### src/rtl/timer_slot_arbiter.sv
// Round-robin owner of one shared elapsed-cycle counter: grants a requester,
// counts its latched (clamped) duration, then pulses a one-hot done back.
module timer_slot_arbiter #(
  parameter int N_REQ     = 4,
  parameter int CNT_WIDTH = 32,
  parameter int MAX_COUNT = 1000
) (
  input  logic                       clk,
  input  logic                       rst,
  input  logic [N_REQ-1:0]           req,
  input  logic [N_REQ*CNT_WIDTH-1:0] duration,
  output logic [N_REQ-1:0]           grant,
  output logic [N_REQ-1:0]           done,
  output logic                       busy,
  output logic [CNT_WIDTH-1:0]       count
);

  localparam int PTR_W = (N_REQ > 1) ? $clog2(N_REQ) : 1;
  localparam logic [CNT_WIDTH-1:0] MAX_C  = CNT_WIDTH'(MAX_COUNT);
  localparam logic [PTR_W-1:0]     LAST_I = PTR_W'(N_REQ - 1);
  localparam logic [PTR_W:0]       N_C    = (PTR_W + 1)'(N_REQ);
  localparam logic [N_REQ-1:0]     ONE_H  = {{(N_REQ - 1){1'b0}}, 1'b1};

  typedef enum logic {S_IDLE = 1'b0, S_RUN = 1'b1} state_t;

  state_t                 state_q;
  logic [PTR_W-1:0]       ptr_q;
  logic [PTR_W-1:0]       owner_q;
  logic [CNT_WIDTH-1:0]   target_q;
  logic [CNT_WIDTH-1:0]   count_q;
  logic [N_REQ-1:0]       grant_q;
  logic [N_REQ-1:0]       done_q;
  logic                   busy_q;

  logic [N_REQ-1:0]       elig;
  logic [PTR_W:0]         arb_sum;
  logic                   arb_found;
  logic [PTR_W-1:0]       arb_idx;
  logic [CNT_WIDTH-1:0]   dur_sel;
  logic [CNT_WIDTH-1:0]   target_new;
  logic [PTR_W-1:0]       ptr_next;

  // The requester just served is masked only during its done cycle.
  always_comb begin
    elig      = req & ~done_q;
    arb_sum   = '0;
    arb_found = 1'b0;
    arb_idx   = '0;
    for (int k = 0; k < N_REQ; k++) begin
      arb_sum   = {1'b0, ptr_q} + (PTR_W + 1)'(k);
      arb_sum   = (arb_sum >= N_C) ? (arb_sum - N_C) : arb_sum;
      arb_idx   = (!arb_found && elig[arb_sum[PTR_W-1:0]]) ? arb_sum[PTR_W-1:0] : arb_idx;
      arb_found = arb_found | elig[arb_sum[PTR_W-1:0]];
    end
  end

  assign dur_sel    = duration[int'(arb_idx)*CNT_WIDTH +: CNT_WIDTH];
  assign target_new = (dur_sel > MAX_C) ? MAX_C : dur_sel;
  assign ptr_next   = (owner_q == LAST_I) ? '0 : (owner_q + PTR_W'(1));

  // Arbitration and counting FSM; abort is checked before completion.
  always_ff @(posedge clk) begin
    if (rst) begin
      state_q  <= S_IDLE;
      ptr_q    <= '0;
      owner_q  <= '0;
      target_q <= '0;
      count_q  <= '0;
      grant_q  <= '0;
      done_q   <= '0;
      busy_q   <= 1'b0;
    end else begin
      case (state_q)
        S_IDLE: begin
          done_q  <= '0;
          count_q <= '0;
          if (arb_found) begin
            state_q  <= S_RUN;
            owner_q  <= arb_idx;
            grant_q  <= ONE_H << arb_idx;
            busy_q   <= 1'b1;
            target_q <= target_new;
          end else begin
            grant_q <= '0;
            busy_q  <= 1'b0;
          end
        end
        S_RUN: begin
          if (!req[owner_q]) begin
            state_q <= S_IDLE;
            grant_q <= '0;
            busy_q  <= 1'b0;
            count_q <= '0;
            done_q  <= '0;
            ptr_q   <= ptr_next;
          end else if (count_q == target_q) begin
            state_q <= S_IDLE;
            grant_q <= '0;
            busy_q  <= 1'b0;
            count_q <= '0;
            done_q  <= grant_q;
            ptr_q   <= ptr_next;
          end else begin
            count_q <= count_q + CNT_WIDTH'(1);
            done_q  <= '0;
          end
        end
        default: begin
          state_q <= S_IDLE;
          grant_q <= '0;
          busy_q  <= 1'b0;
          count_q <= '0;
          done_q  <= '0;
        end
      endcase
    end
  end

  assign grant = grant_q;
  assign done  = done_q;
  assign busy  = busy_q;
  assign count = count_q;

endmodule

### config.mk
export PLATFORM = sky130hd
export DESIGN_NAME = timer_slot_arbiter
export DESIGN_NICKNAME = d
export VERILOG_FILES = /design/src/rtl/timer_slot_arbiter.sv
export SDC_FILE = /design/constraint.sdc
export NUM_CORES = 1
export LEC_CHECK = 0
export CAP_MARGIN = 10
export CELL_PAD_IN_SITES_DETAIL_PLACEMENT = 0
export CELL_PAD_IN_SITES_GLOBAL_PLACEMENT = 1
export CORE_ASPECT_RATIO = 0.7
export CORE_MARGIN = 3
export CORE_UTILIZATION = 33
export CTS_CLUSTER_SIZE = 8
export DETAILED_ROUTE_END_ITERATION = 16
export HOLD_SLACK_MARGIN = 0.08
export MAX_ROUTING_LAYER = met4
export PLACE_DENSITY_LB_ADDON = 0.1
export SYNTH_ARGS = -nofsm -noshare
export SYNTH_HDL_FRONTEND = slang
export SYNTH_SLANG_ARGS = --single-unit
export TNS_END_PERCENT = 100
### constraint.sdc
create_clock -name clk -period 4.7 [get_ports clk]
set_input_delay 0.94 -clock clk [delete_from_list [all_inputs] [get_ports clk]]
set_output_delay 0.94 -clock clk [all_outputs]
set_load 0.02 [all_outputs]
# Word-level counts from Yosys, hierarchy flattened
# Cells that the tools add are included.
# totals
out_inout_bits	41
reg_bits	78
wordCells	86
in_bits	134
# classes
eq_ne	4
n_bitwise	6
muxes	39
order_cmp	10
reduce_logical	8
add_sub_neg	9
shift	2
# op_table
operator	count
indexed part select 128 x 8 -> 32 bit	1
two-way mux 32 bit	3
one-hot mux 32 bit (2 select lines)	1
adder 32 x 1 -> 32 bit, second input constant	1
== test 32 bit	1
> comparator 32 x 10 -> 1 bit, second input constant	1
two-way mux 2 bit	11
two-way mux 4 bit	5
one-hot mux 4 bit (2 select lines)	2
< comparator 2 x 3 -> 1 bit, second input constant	5
binary-select mux 1 bit (select 2 bit)	5
two-way mux 1 bit	10
greater-or-equal comparator 3 bit, second input constant	3
subtractor 2 x 1 -> 2 bit, second input constant	4
adder 2 x 2 -> 3 bit, second input constant	2
AND 4 bit	1
inverter 4 bit	1
one-hot mux 1 bit (2 select lines)	2
AND reduction 2 bit	2
left shift 1 x 2 -> 4 bit, first input constant	1
adder 2 x 1 -> 3 bit, second input constant	1
greater-or-equal comparator 2 x 3 -> 1 bit, second input constant	1
logical AND 1 bit	3
logical NOT 1 bit	3
other kinds (6)	8

# Depth between registers and ports, before layout
# logic_depth
word_depth	13
mapped_depth	10
mapped_depth_nobuf	8

# Least setup slack after synthesis
# OpenSTA, ideal clock, no wires.
# synth_path
path_type	input-to-reg
from	input req[2]
to	register target_q[3]
t_required_ns	4.575
path_slack_ns	2.110
arrival_ns	2.465
cell_stages	8
setup_ns	0.125
cell_sequence	nor3b_1 -> a211oi_2 -> nand2_2 -> buf_6 -> nor3_2 -> a211oi_1 -> or2_4 -> o41a_1
# synth_via
elab_chain_cells	11
elab_cells_between_ends	26
classes_between	order compare (1); shift (1); mux (13); bitwise (4); reduce/logical (7)
# synth_rtl
element	line	rtl
start, declared	10	input logic [N_REQ-1:0] req,
AND 4 bit *	45	elig = req & ~done_q;
binary-select mux 1 bit (select 2 bit)	52, 53	
two-way mux 1 bit (implied by the code)	52, 53	
logical NOT 1 bit / bitwise OR 1 bit (equally long branches)	52, 53	
logical AND 1 bit, or another cell as far along	52	arb_idx = (!arb_found && elig[arb_sum[PTR_W-1:0]]) ? arb_sum[PTR_W-1:0] : arb_idx;
two-way mux 2 bit, or another cell as far along	52	
two-way mux 2 bit / logical AND 1 bit (equally long branches)	52	
two-way mux 2 bit	52	
indexed part select 128 x 8 -> 32 bit	57	assign dur_sel = duration[int'(arb_idx)*CNT_WIDTH +: CNT_WIDTH];
> comparator 32 x 10 -> 1 bit	58	assign target_new = (dur_sel > MAX_C) ? MAX_C : dur_sel;
two-way mux 32 bit	58	
end signal, assigned	82	target_q <= target_new;
end, declared	29	logic [CNT_WIDTH-1:0] target_q;
# Every way passes the cells marked *; elsewhere a longest branch is shown, timed or not. The select of a mux whose other input is x is not followed.
# A chain may end at the register's enable or synchronous reset.

# Worst setup path after layout
# layout_path
from	input req[2]
to	register target_q[9]
# Same word-level chain as after synthesis.

==> load_flow_metrics.sql <==
INSERT INTO impl_metrics (metric_group, metric, value, unit) VALUES
('status', 'run_status', 'completed', ''),
('routing', 'vias', '3834', ''),
('cts', 'postCtsSetupRepairBufs', '0', ''),
('power_and_ir_drop', 'post-layout-total-power', '1.61', 'mW'),
('worst_setup_path', 'critical-path-max-stage-delay', '0.59', 'ns'),
('final_layout', 'area_growth_syn_to_layout', '53.4', '%'),
('routing', 'detail_route.drc_violations', '0', ''),
('die', 'die_h', '97.8', 'µm'),
('cts', 'clockBufferDepth', '2', ''),
('grt', 'gr-usage-all-layers', '0.196', ''),
('final_layout', 'antenna_cells', '0', ''),
('final_layout', 'most-common-layout-cells', '174 x sky130_fd_sc_hd__clkdlybuf4s50_1, 78 x sky130_fd_sc_hd__dfxtp_1, 57 x sky130_fd_sc_hd__nor2_1', ''),
('final_layout', 'layout_commonest_cell', 'sky130_fd_sc_hd__clkdlybuf4s50_1', ''),
('timing', 'max_slew.worst_pin.slew', '0.747', 'ns'),
('cts', 'clock_tree.root_cell', 'sky130_fd_sc_hd__clkbuf_16', ''),
('die', 'num_rows', '32', ''),
('power_and_ir_drop', 'vdd.ir_drop.worst', '0.166', 'mV'),
('cts', 'cts_tree', 'done', ''),
('placement', 'dp.final_hpwl', '10200', 'µm'),
('timing', 'final.setup_skew', '0.00382', 'ns'),
('cts', 'postCtsHoldBufs', '0', ''),
('logic_synthesis', 'yosysWarningCount', '0', ''),
('timing', 'finalSetupTns', '0', 'ns'),
('cts', 'cts_sinks', '78', ''),
('worst_setup_path', 'critPathSlowestCell', 'sky130_fd_sc_hd__a2111oi_1', ''),
('worst_setup_path', 'worst_ep_arrival_time', '3.73', 'ns'),
('timing', 'finalWorstPathRequiredPeriod', '3.47', 'ns'),
('grt', 'antenna_found_initial', '0', ''),
('placement', 'place_ws', '0.863', 'ns'),
('logic_synthesis', 'syn_nets', '581', ''),
('logic_synthesis', 'synth_top_cell_area_share', '0.393', ''),
('cts', 'post_cts_resize_count', '0', ''),
('logic_synthesis', 'yosys.cell_types.count', '57', ''),
('logic_synthesis', 'postSynthAreaPerCell', '8.92', 'µm²'),
('timing', 'max_freq', '0.288', 'GHz'),
('final_layout', 'post_route_cells_drive_above_1_share', '0.0562', ''),
('timing', 'layout_setup_ws', '1.23', 'ns'),
('worst_setup_path', 'cell_chain_critical_path', 'clkdlybuf4s50_1, nor4bb_1, a211oi_2, nand2_2, nor3_1, a2111oi_1, nor2_1, a31oi_1', ''),
('logic_synthesis', 'synthCells', '445', ''),
('placement', 'numPlacedInstances', '762', ''),
('routing', 'detailedRoute.firstIterationViolations', '172', ''),
('routing', 'vias_per_cell', '4.94', ''),
('routing', 'drt_first_pass_iters', '5', ''),
('worst_setup_path', 'timing.critical_path.from_type', 'input port', ''),
('placement', 'port_buffers', '174', ''),
('final_layout', 'final-instance-count-excl-fill', '776', ''),
('logic_synthesis', 'ys_seq_area_frac', '0.393', ''),
('timing', 'final_max_slew_viol_count', '0', ''),
('timing', 'fin_crit_sh', '0.738', ''),
('logic_synthesis', 'yosys-top-cells-area', 'sky130_fd_sc_hd__dfxtp_1 39%, sky130_fd_sc_hd__xnor2_1 10%, sky130_fd_sc_hd__nor2_1 5.4%', ''),
('grt', 'grt_overflow', '0', ''),
('cts', 'number_of_buffers_created_by_cts', '9', ''),
('flow_run', 'cap_violations', '0', ''),
('logic_synthesis', 'postSynthRegisterBits', '78', ''),
('routing', 'final_antenna_net_count', '0', ''),
('worst_setup_path', 'critical_path.endpoint_type', 'register', ''),
('logic_synthesis', 'synth_edf_count', '0', ''),
('timing', 'setup_viol', '0', ''),
('worst_setup_path', 'timing.setup.critical_path_class', 'input port to register', ''),
('cts', 'worst_setup_hold_path_clk_slew', '0.05', 'ns'),
('grt', 'via_count_of_the_first_global_routing_pass', '3763', ''),
('grt', 'grt_max_degree', '39', ''),
('die', 'dieArea', '0.0134', 'mm²'),
('timing', 'rsz_0062_raised_after_global_routing', 'no', ''),
('min_path', 'min-delay-path-class', 'register to register', ''),
('logic_synthesis', 'synth_async_sr_flop_share', '0', ''),
('placement', 'finalWeightedCongestion', '0.860', ''),
('final_layout', 'nets_final', '756', ''),
('grt', 'grt_pass1_wl', '20000', 'µm'),
('logic_synthesis', 'synthesis.area', '0.00397', 'mm²'),
('die', 'initial_core_util', '0.349', '');
==> worst paths after layout <==
check,start,to,slack (ns),cells past startpoint
hold / removal,grant[3],done[3],0.46,2
setup / recovery,req[2],target_q[9],1.23,8
hold reg to reg,grant[3],done[3],0.46,2
setup reg to reg,ptr_q[1],target_q[9],2.02,7
==> cell usage after synthesis (all sizes together), types with 10 or more instances <==
cell,count
mux2i,12
and2,23
inv,13
o21ai,13
a21oi,14
xnor2,47
nor3,10
nand4,22
nand2,32
nor4,24
nor2,59
xor2,15
dfxtp,78
nand3,10
mux2,10
==> worst reg2reg max path, cell delays in order (launching register included) <==
cell and delay [ns]:
sky130_fd_sc_hd__dfxtp_1 0.43, sky130_fd_sc_hd__nor4bb_1 0.35, sky130_fd_sc_hd__a211oi_2 0.10, sky130_fd_sc_hd__nand2_2 0.56, sky130_fd_sc_hd__nor3_1 0.15, sky130_fd_sc_hd__a2111oi_1 0.59, sky130_fd_sc_hd__nor2_1 0.22, sky130_fd_sc_hd__a31oi_1 0.21
==> where the power goes <==
part	internal, mW	total [mW]	leakage (nW)	switching, mW
clock	0.364	0.608	0.128	0.244
sequential	0.680	0.697	0.632	0.0168
combinational	0.174	0.309	1.33	0.136
==> routing by layer <==
layer  track usage  vias up  part of all wire  wire length [µm]
met5             -        -                 0                 0
met4        0.0368        0            0.0083               104
met3        0.0453       12             0.046               570
met2         0.276       99              0.44              5510
met1         0.286     1805              0.51              6330
li1              -     1918                 -                 -
==> sequential cells by signal (all words and copies together), names as in the netlist <==
name / cells
busy: 1
count: 32
done: 4
grant: 4
owner_q: 2
ptr_q: 2
state_q: 1
target_q: 32
==> kinds of logic after synthesis <==
group           Yosys count  synth area share
flops                    78             0.393
mux                      23            0.0662
compound gates           50            0.0870
buf+inv                  26            0.0353
fa+ha+maj                 2           0.00630
simple gates            204             0.275
xor+xnor                 62             0.137
==> cell type report <==
cell class / count / area [µm²]
clock buffer: 12 / 246
clock inverter: 2 / 10.0
fill: 1046 / 5280
inverter: 13 / 48.8
multi-input combinational: 341 / 2270
sequential: 78 / 1560
tap: 153 / 191
timing repair buffer: 177 / 1760
==> per-stage QoR <==
step	area (µm²)	hold WS (ns)	utilization
after global placement	5830	0.450	0.513
final	6090	0.464	0.536
after floorplan	3970	0.441	-
after global routing	6090	0.493	0.536
after detailed placement	5830	0.460	0.513
after CTS	6090	0.468	0.536
Note: power is estimated with default switching activity, not from simulation.
